`src/rtl/i2s_transmitter_pkg.sv`:
```
// i2s_transmitter_pkg
//   Shared defaults and FSM state type for the I2S transmitter slice.
//   No ports.
package i2s_transmitter_pkg;

   localparam int unsigned I2S_DATA_WIDTH_DEF  = 16;
   localparam int unsigned I2S_BITS_PER_CH_DEF = 16;

   typedef enum logic {
      WAIT_SYNC = 1'b0,
      RUN       = 1'b1
   } i2s_state_t;

endpackage

```
`src/rtl/i2s_transmitter_edge_detect.sv`:
```
// i2s_edge_detect
//   Registers one level input (clk_in domain) and flags its edges.
//   Ports:
//     clk_in  system clock
//     reset   asynchronous, active-low
//     sig     level to watch
//     rise    high while sig is 1 and was 0 on the previous clk_in
//     fall    high while sig is 0 and was 1 on the previous clk_in
module i2s_edge_detect
   import i2s_transmitter_pkg::*;
(
   input  logic clk_in,
   input  logic reset,
   input  logic sig,
   output logic rise,
   output logic fall
);

   logic sig_q;

   always_ff @(posedge clk_in or negedge reset) begin
      if (!reset) sig_q <= 1'b0;
      else        sig_q <= sig;
   end

   assign rise = sig & ~sig_q;
   assign fall = sig_q & ~sig;

endmodule

```
`src/rtl/i2s_transmitter.sv`:
```
// i2s_transmitter
//   Philips I2S serializer fed by external LRCLK/SCLK levels (clk_in domain).
//   Ports:
//     clk_in       system clock
//     reset        asynchronous, active-low
//     lrclk        frame clock level (low = left slot)
//     sclk         bit clock level
//     s_valid      stereo pair offered
//     s_ready      1-entry buffer can accept a pair
//     s_left       left sample, two's complement
//     s_right      right sample, two's complement
//     i2s_sdata    serial data, MSB first, changes after SCLK fall
//     frame_start  1-cycle pulse: new frame loaded
//     underrun     1-cycle pulse: frame started without a sample
//     sync_err     1-cycle pulse: LRCLK edge not aligned to an SCLK fall
module i2s_transmitter
   import i2s_transmitter_pkg::*;
#(
   parameter int unsigned DATA_WIDTH  = I2S_DATA_WIDTH_DEF,
   parameter int unsigned BITS_PER_CH = I2S_BITS_PER_CH_DEF
)
(
   input  logic                  clk_in,
   input  logic                  reset,
   input  logic                  lrclk,
   input  logic                  sclk,
   input  logic                  s_valid,
   output logic                  s_ready,
   input  logic [DATA_WIDTH-1:0] s_left,
   input  logic [DATA_WIDTH-1:0] s_right,
   output logic                  i2s_sdata,
   output logic                  frame_start,
   output logic                  underrun,
   output logic                  sync_err
);

   localparam int unsigned FRAME_BITS = 2 * BITS_PER_CH;
   localparam int unsigned CNT_W      = $clog2(FRAME_BITS);

   logic lr_rise, lr_fall, sclk_rise, sclk_fall;

   i2s_edge_detect u_lr_edge (
      .clk_in (clk_in),
      .reset  (reset),
      .sig    (lrclk),
      .rise   (lr_rise),
      .fall   (lr_fall)
   );

   i2s_edge_detect u_sclk_edge (
      .clk_in (clk_in),
      .reset  (reset),
      .sig    (sclk),
      .rise   (sclk_rise),
      .fall   (sclk_fall)
   );

   i2s_state_t state_q, state_d;

   logic                  buf_full;
   logic [DATA_WIDTH-1:0] buf_left, buf_right;
   logic [FRAME_BITS-1:0] sr;
   logic [CNT_W-1:0]      bit_cnt;
   logic                  cnt_ovf;
   logic [BITS_PER_CH-1:0] left_slot, right_slot;

   logic frame_edge, lr_bad, accept;
   logic do_frame, do_shift, do_desync;

   assign frame_edge = lr_fall & sclk_fall;
   assign lr_bad     = (lr_rise | lr_fall) & ~sclk_fall;
   assign s_ready    = reset & ~buf_full;
   assign accept     = s_valid & s_ready;

   // Each channel left-justified in its slot, zero padded below the LSB.
   always_comb begin
      left_slot  = '0;
      right_slot = '0;
      left_slot[BITS_PER_CH-1 -: DATA_WIDTH]  = buf_left;
      right_slot[BITS_PER_CH-1 -: DATA_WIDTH] = buf_right;
   end

   always_ff @(posedge clk_in or negedge reset) begin
      if (!reset) state_q <= WAIT_SYNC;
      else        state_q <= state_d;
   end

   always_comb begin
      state_d   = state_q;
      do_frame  = 1'b0;
      do_shift  = 1'b0;
      do_desync = 1'b0;
      case (state_q)
         WAIT_SYNC: begin
            if (frame_edge) begin
               state_d  = RUN;
               do_frame = 1'b1;
            end
         end
         RUN: begin
            if (lr_bad) begin
               state_d   = WAIT_SYNC;
               do_desync = 1'b1;
            end else if (frame_edge) begin
               do_frame = 1'b1;
            end else if (sclk_fall) begin
               do_shift = 1'b1;
            end
         end
         default: state_d = WAIT_SYNC;
      endcase
   end

   always_ff @(posedge clk_in or negedge reset) begin
      if (!reset) begin
         buf_full    <= 1'b0;
         buf_left    <= '0;
         buf_right   <= '0;
         sr          <= '0;
         bit_cnt     <= '0;
         cnt_ovf     <= 1'b0;
         i2s_sdata   <= 1'b0;
         frame_start <= 1'b0;
         underrun    <= 1'b0;
         sync_err    <= 1'b0;
      end else begin
         frame_start <= 1'b0;
         underrun    <= 1'b0;
         sync_err    <= 1'b0;

         // A pair accepted on the frame-start cycle lands in the buffer,
         // not in the frame being loaded (s_ready is low whenever full).
         if (do_frame && buf_full) begin
            buf_full <= 1'b0;
         end else if (accept) begin
            buf_full  <= 1'b1;
            buf_left  <= s_left;
            buf_right <= s_right;
         end

         if (do_desync) begin
            sync_err  <= 1'b1;
            i2s_sdata <= 1'b0;
            sr        <= '0;
            bit_cnt   <= '0;
            cnt_ovf   <= 1'b0;
         end else if (do_frame) begin
            frame_start <= 1'b1;
            underrun    <= ~buf_full;
            // I2S one-bit delay: the frame edge still carries the previous
            // right slot's last bit; nothing precedes the first synced frame.
            i2s_sdata   <= (state_q == RUN) ? (sr[FRAME_BITS-1] & ~cnt_ovf) : 1'b0;
            sr          <= buf_full ? {left_slot, right_slot} : '0;
            bit_cnt     <= '0;
            cnt_ovf     <= 1'b0;
         end else if (do_shift) begin
            i2s_sdata <= cnt_ovf ? 1'b0 : sr[FRAME_BITS-1];
            sr        <= {sr[FRAME_BITS-2:0], 1'b0};
            if (bit_cnt == CNT_W'(FRAME_BITS - 1)) cnt_ovf <= 1'b1;
            else                                    bit_cnt <= bit_cnt + CNT_W'(1);
         end
      end
   end

endmodule

```
`config.mk`:
```
export PLATFORM = sky130hd
export DESIGN_NAME = i2s_transmitter
export DESIGN_NICKNAME = d
export VERILOG_FILES = /design/src/rtl/i2s_transmitter_pkg.sv /design/src/rtl/i2s_transmitter_edge_detect.sv /design/src/rtl/i2s_transmitter.sv
export SDC_FILE = /design/constraint.sdc
export NUM_CORES = 1
export LEC_CHECK = 0
export ABC_AREA = 0
export CAP_MARGIN = 25
export CORE_UTILIZATION = 50
export DETAILED_ROUTE_END_ITERATION = 8
export HOLD_SLACK_MARGIN = 0.15
export PLACE_DENSITY = 0.86
export RECOVER_POWER = 25
export SLEW_MARGIN = 20
export SYNTH_ARGS = -nofsm -noshare
export SYNTH_HDL_FRONTEND = slang
export SYNTH_SLANG_ARGS = --single-unit
export TNS_END_PERCENT = 10
```
`constraint.sdc`:
```
create_clock -name clk_in -period 1.7 [get_ports clk_in]
set_clock_uncertainty 0.1 [all_clocks]
set_input_delay 0.255 -clock clk_in [delete_from_list [all_inputs] [get_ports clk_in]]
set_output_delay 0.255 -clock clk_in [all_outputs]
set_load 0.01 [all_outputs]
```
==> summary.md <==
| Metric | Value |
|---|---|
| Worst setup SP type | `register` |
| Register area share after synthesis | `between 50% and 60%` |
| Clk_lat worst skew | `0.36 ns` |
| Number of synthesized flops with an enable pin | `0` |
| MaxCap Viol Count | `0` |
| WL final | `around 7.5 mm` |
| Syn_nets | `between 300 and 400` |
| Die width | `88.6 um` |
| Fmax | `540 MHz` |
| HP Start | `lrclk` |
| # port buffers | `41` |
| Buf/Inv on CP | `0` |
| CP delay by family, top | `simple AND/OR/NAND/NOR gates` |
| Clock power frac | `between 20% and 30%` |
| Final Hold Viols | `0` |
| Drt via density | `around 5.3` |
| Clk buf depth | `2` |
| Comb pwr share | `between 20 and 30%` |
| Sequential Power Share | `around 46%` |
| Synth Area per Inst | `12.4 um2` |
| CP peak stage delay | `~0.4 ns` |
| Area grow syn2layout | `27.3%` |
| Core ar. | `0.00725 mm2` |
| FF+latch area | `between 0.0015 and 0.002 mm2` |
| Crit-path max FO | `5` |
| Die Y | `slightly below 90 um` |
| RSZ-0062 raised after global routing | `yes` |
| Clock tree from TritonCTS | `built` |
| Max Slew Vio Count | `0` |
| Worst reg2reg startpoint | `bit_cnt[1]` |
| Remaining DRCs | `0` |
| GPL Wtd Cong | `0.781` |
| Antenna-violating nets left | `0` |
| Power Density | `about 1200 mW/mm2` |
| Post-Synthesis Cell Area | `around 0.0037 mm2` |
| Psw | `~0.0017 W` |
| Crit path time final | `between 1.5 and 2 ns` |
| Vias after detailed routing | `between 2000 and 2500` |
| H-tree Lvls | `3` |
| Synth Flop Type | `dfrtp_1` |
| Ranking of synthesized cells by area | `dfrtp_1 (52%), mux2_2 (12%), o32ai_2 (6.1%)` |
| Mean routed wirelength per cell | `roughly 16 um` |
| Area of the multi-input gates | `0.00164 mm2` |
| Worst EP required | `between 1.5 and 2 ns` |
| Diode count | `0` |
| CTS sink cnt | `78` |
| DR pass1 iterations | `5` |
| Seq cells post-synth | `78` |
| Most numerous cell in the Yosys netlist | `dfrtp_1` |
| Final setup fails | `33` |
| GRT Total Usage | `20.5%` |
| CTS clk-pin slew, worst paths | `about 0.08 ns` |
| Critical-path top delay cell | `or3_4` |
| Detailed Place HPWL | `4.80 mm` |
| Crit end category | `register` |
| Total CTS buffers | `9` |
| Filler cells | `530` |
| Number of global-route vias before repair | `~2500` |
| Violated checks | `setup timing` |
| Internal Power | `about 0.004 W` |
| Pwr Total | `between 0.005 and 0.006 W` |
| Crit Path Category | `reg2reg` |
| Total Neg Setup Slack | `-1.96 ns` |
| Starting Density | `between 50% and 60%` |
| Yosys warning count | `0` |
| Largest net degree at the start of global routing | `79` |
| Post-synth top cells | `dfrtp_1 (78), mux2_2 (41), nand2_1 (40)` |
| Worst slew pin tran | `0.543 ns` |
| WP data arrival | `~2.0 ns` |
| Post-synth ARST share | `100%` |
| Crit path cell chain | `ha_2 -> and3_4 -> ha_4 -> nand4bb_4 -> or3_4 -> a21oi_2` |
| Pleak | `2.03 nW` |
| HP Class | `in2reg` |
| Initial DRC Count | `between 100 and 150` |
| Syn Inst Count | `approximately 300` |
| Area leader, netlist | `dfrtp_1` |
| Status | `finished with violations` |
| Clock Root Buffer | `clkbuf_8` |
| # IOs | `between 40 and 50` |
| Die area | `slightly below 0.008 mm2` |
| Worst slew margin | `between 60 and 70%` |
| Sw frac | `29.2%` |
| First-pass GRT wire length | `between 10 and 15 mm` |
| Final WS setup | `-0.150 ns` |
| Initial antenna violation count | `0` |
| Post-synth cell types | `32` |
| Row cnt | `31` |
| GRT overflow | `0` |
| Worst Setup SP | `bit_cnt[1]` |
| Worst vdd ir | `595 uV` |
| Share of the synthesized area in the top cell type | `between 50 and 60%` |
| Layout net count | `~400` |
| Share of cells above drive strength 1 | `a little over a third` |
| Fin crit share | `109%` |
| Core Util, Final | `about 66%` |
-- power by group through the flow --
stage                     logic [W]  registers, W  clock network (W)
after floorplan             0.00111       0.00261                  0
after detailed placement    0.00153       0.00271                  0
after global routing        0.00174       0.00273            0.00165
final                       0.00158       0.00267            0.00155
after CTS                   0.00156       0.00267            0.00158
after global placement      0.00146       0.00267                  0
-- metrics by stage --
step	hold WS [ns]	cell area (um2)	setup WS, ns	std cells
after floorplan	-0.141	3780	-0.0114	301
after global placement	0.371	4450	-0.328	444
after detailed placement	0.367	4450	-0.415	444
after CTS	0.252	4700	-0.128	461
after global routing	0.375	4770	-0.189	463
final	0.377	4770	-0.150	463
-- worst paths after layout --
check                                  end  slack [ns]  cells past startpoint
setup / recovery                bit_cnt[3]       -0.15                      6
hold / removal             u_lr_edge.sig_q        0.38                      1
setup reg to reg                bit_cnt[3]       -0.15                      6
hold reg to reg                  i2s_sdata        0.40                      1
max in group asynchronous           sr[11]        0.19                      4
min in group asynchronous     buf_left[11]        0.42                      3
-- per-layer routing --
metal  vias to the layer above  global-route usage, %  wire length, um
met5                         -                      0                0
met3                        12                   6.16              269
met4                         0                   6.89              115
met2                        52                   35.3             3980
met1                      1245                   24.5             3160
li1                       1159                      -                -
-- layout make-up --
class                           instances  share of cell area (%)
Timing Repair Buffer                   67                    14.5
Clock buffer                            9                    2.60
Inverter                               36                    2.94
Multi-Input combinational cell        167                    34.4
Tap cell                               99                    2.60
Sequential cell                        78                    40.9
Clock inverter                          7                    2.07
-- repair_timing --
item | CTS | global route
pin swaps | 0 | 2
hold buffers | 1 | 0
endpoints found under the setup margin | 13 | 20
buffers inserted | 0 | 1
hold endpoints to repair | 78 | 0
gates resized for setup | 5 | 11
-- cell usage in the layout, fill, tap and decap left out, types with 2 or more instances in the layout --
master,n
dfrtp_1,78
nand2_1,40
mux2_2,39
clkdlybuf4s50_1,37
inv_1,35
o32ai_2,17
buf_4,16
mux2_4,15
o32ai_1,14
mux2_1,9
clkbuf_8,9
buf_12,7
nor2_1,4
clkinv_4,3
dlygate4sd3_1,3
nand3_1,2
o21ai_0,2
a21oi_2,2
a21oi_1,2
ha_4,2
bufinv_16,2
-- logic make-up after synthesis --
| group | share of synthesized area, % |
|---|---|
| compound gates | 11.9 |
| xor+xnor | 0.234 |
| fa+ha+maj | 1.00 |
| buf+inv | 7.11 |
| flops | 52.1 |
| mux | 20.2 |
| simple gates | 7.38 |
-- worst reg2reg max path, stage by stage, from the launching register on --
cell,delay [ns]
dfrtp_1,0.39
ha_2,0.20
and3_4,0.18
ha_4,0.16
nand4bb_4,0.21
or3_4,0.40
a21oi_2,0.14
-- registers in the layout, summed over array words and instances (netlist names) --
register           flops
sr                    32
buf_left              16
buf_right             16
bit_cnt                5
buf_full               1
cnt_ovf                1
frame_start            1
i2s_sdata              1
state_q                1
sync_err               1
u_lr_edge.sig_q        1
u_sclk_edge.sig_q      1
underrun               1
Power figures use the tool's default switching activity.
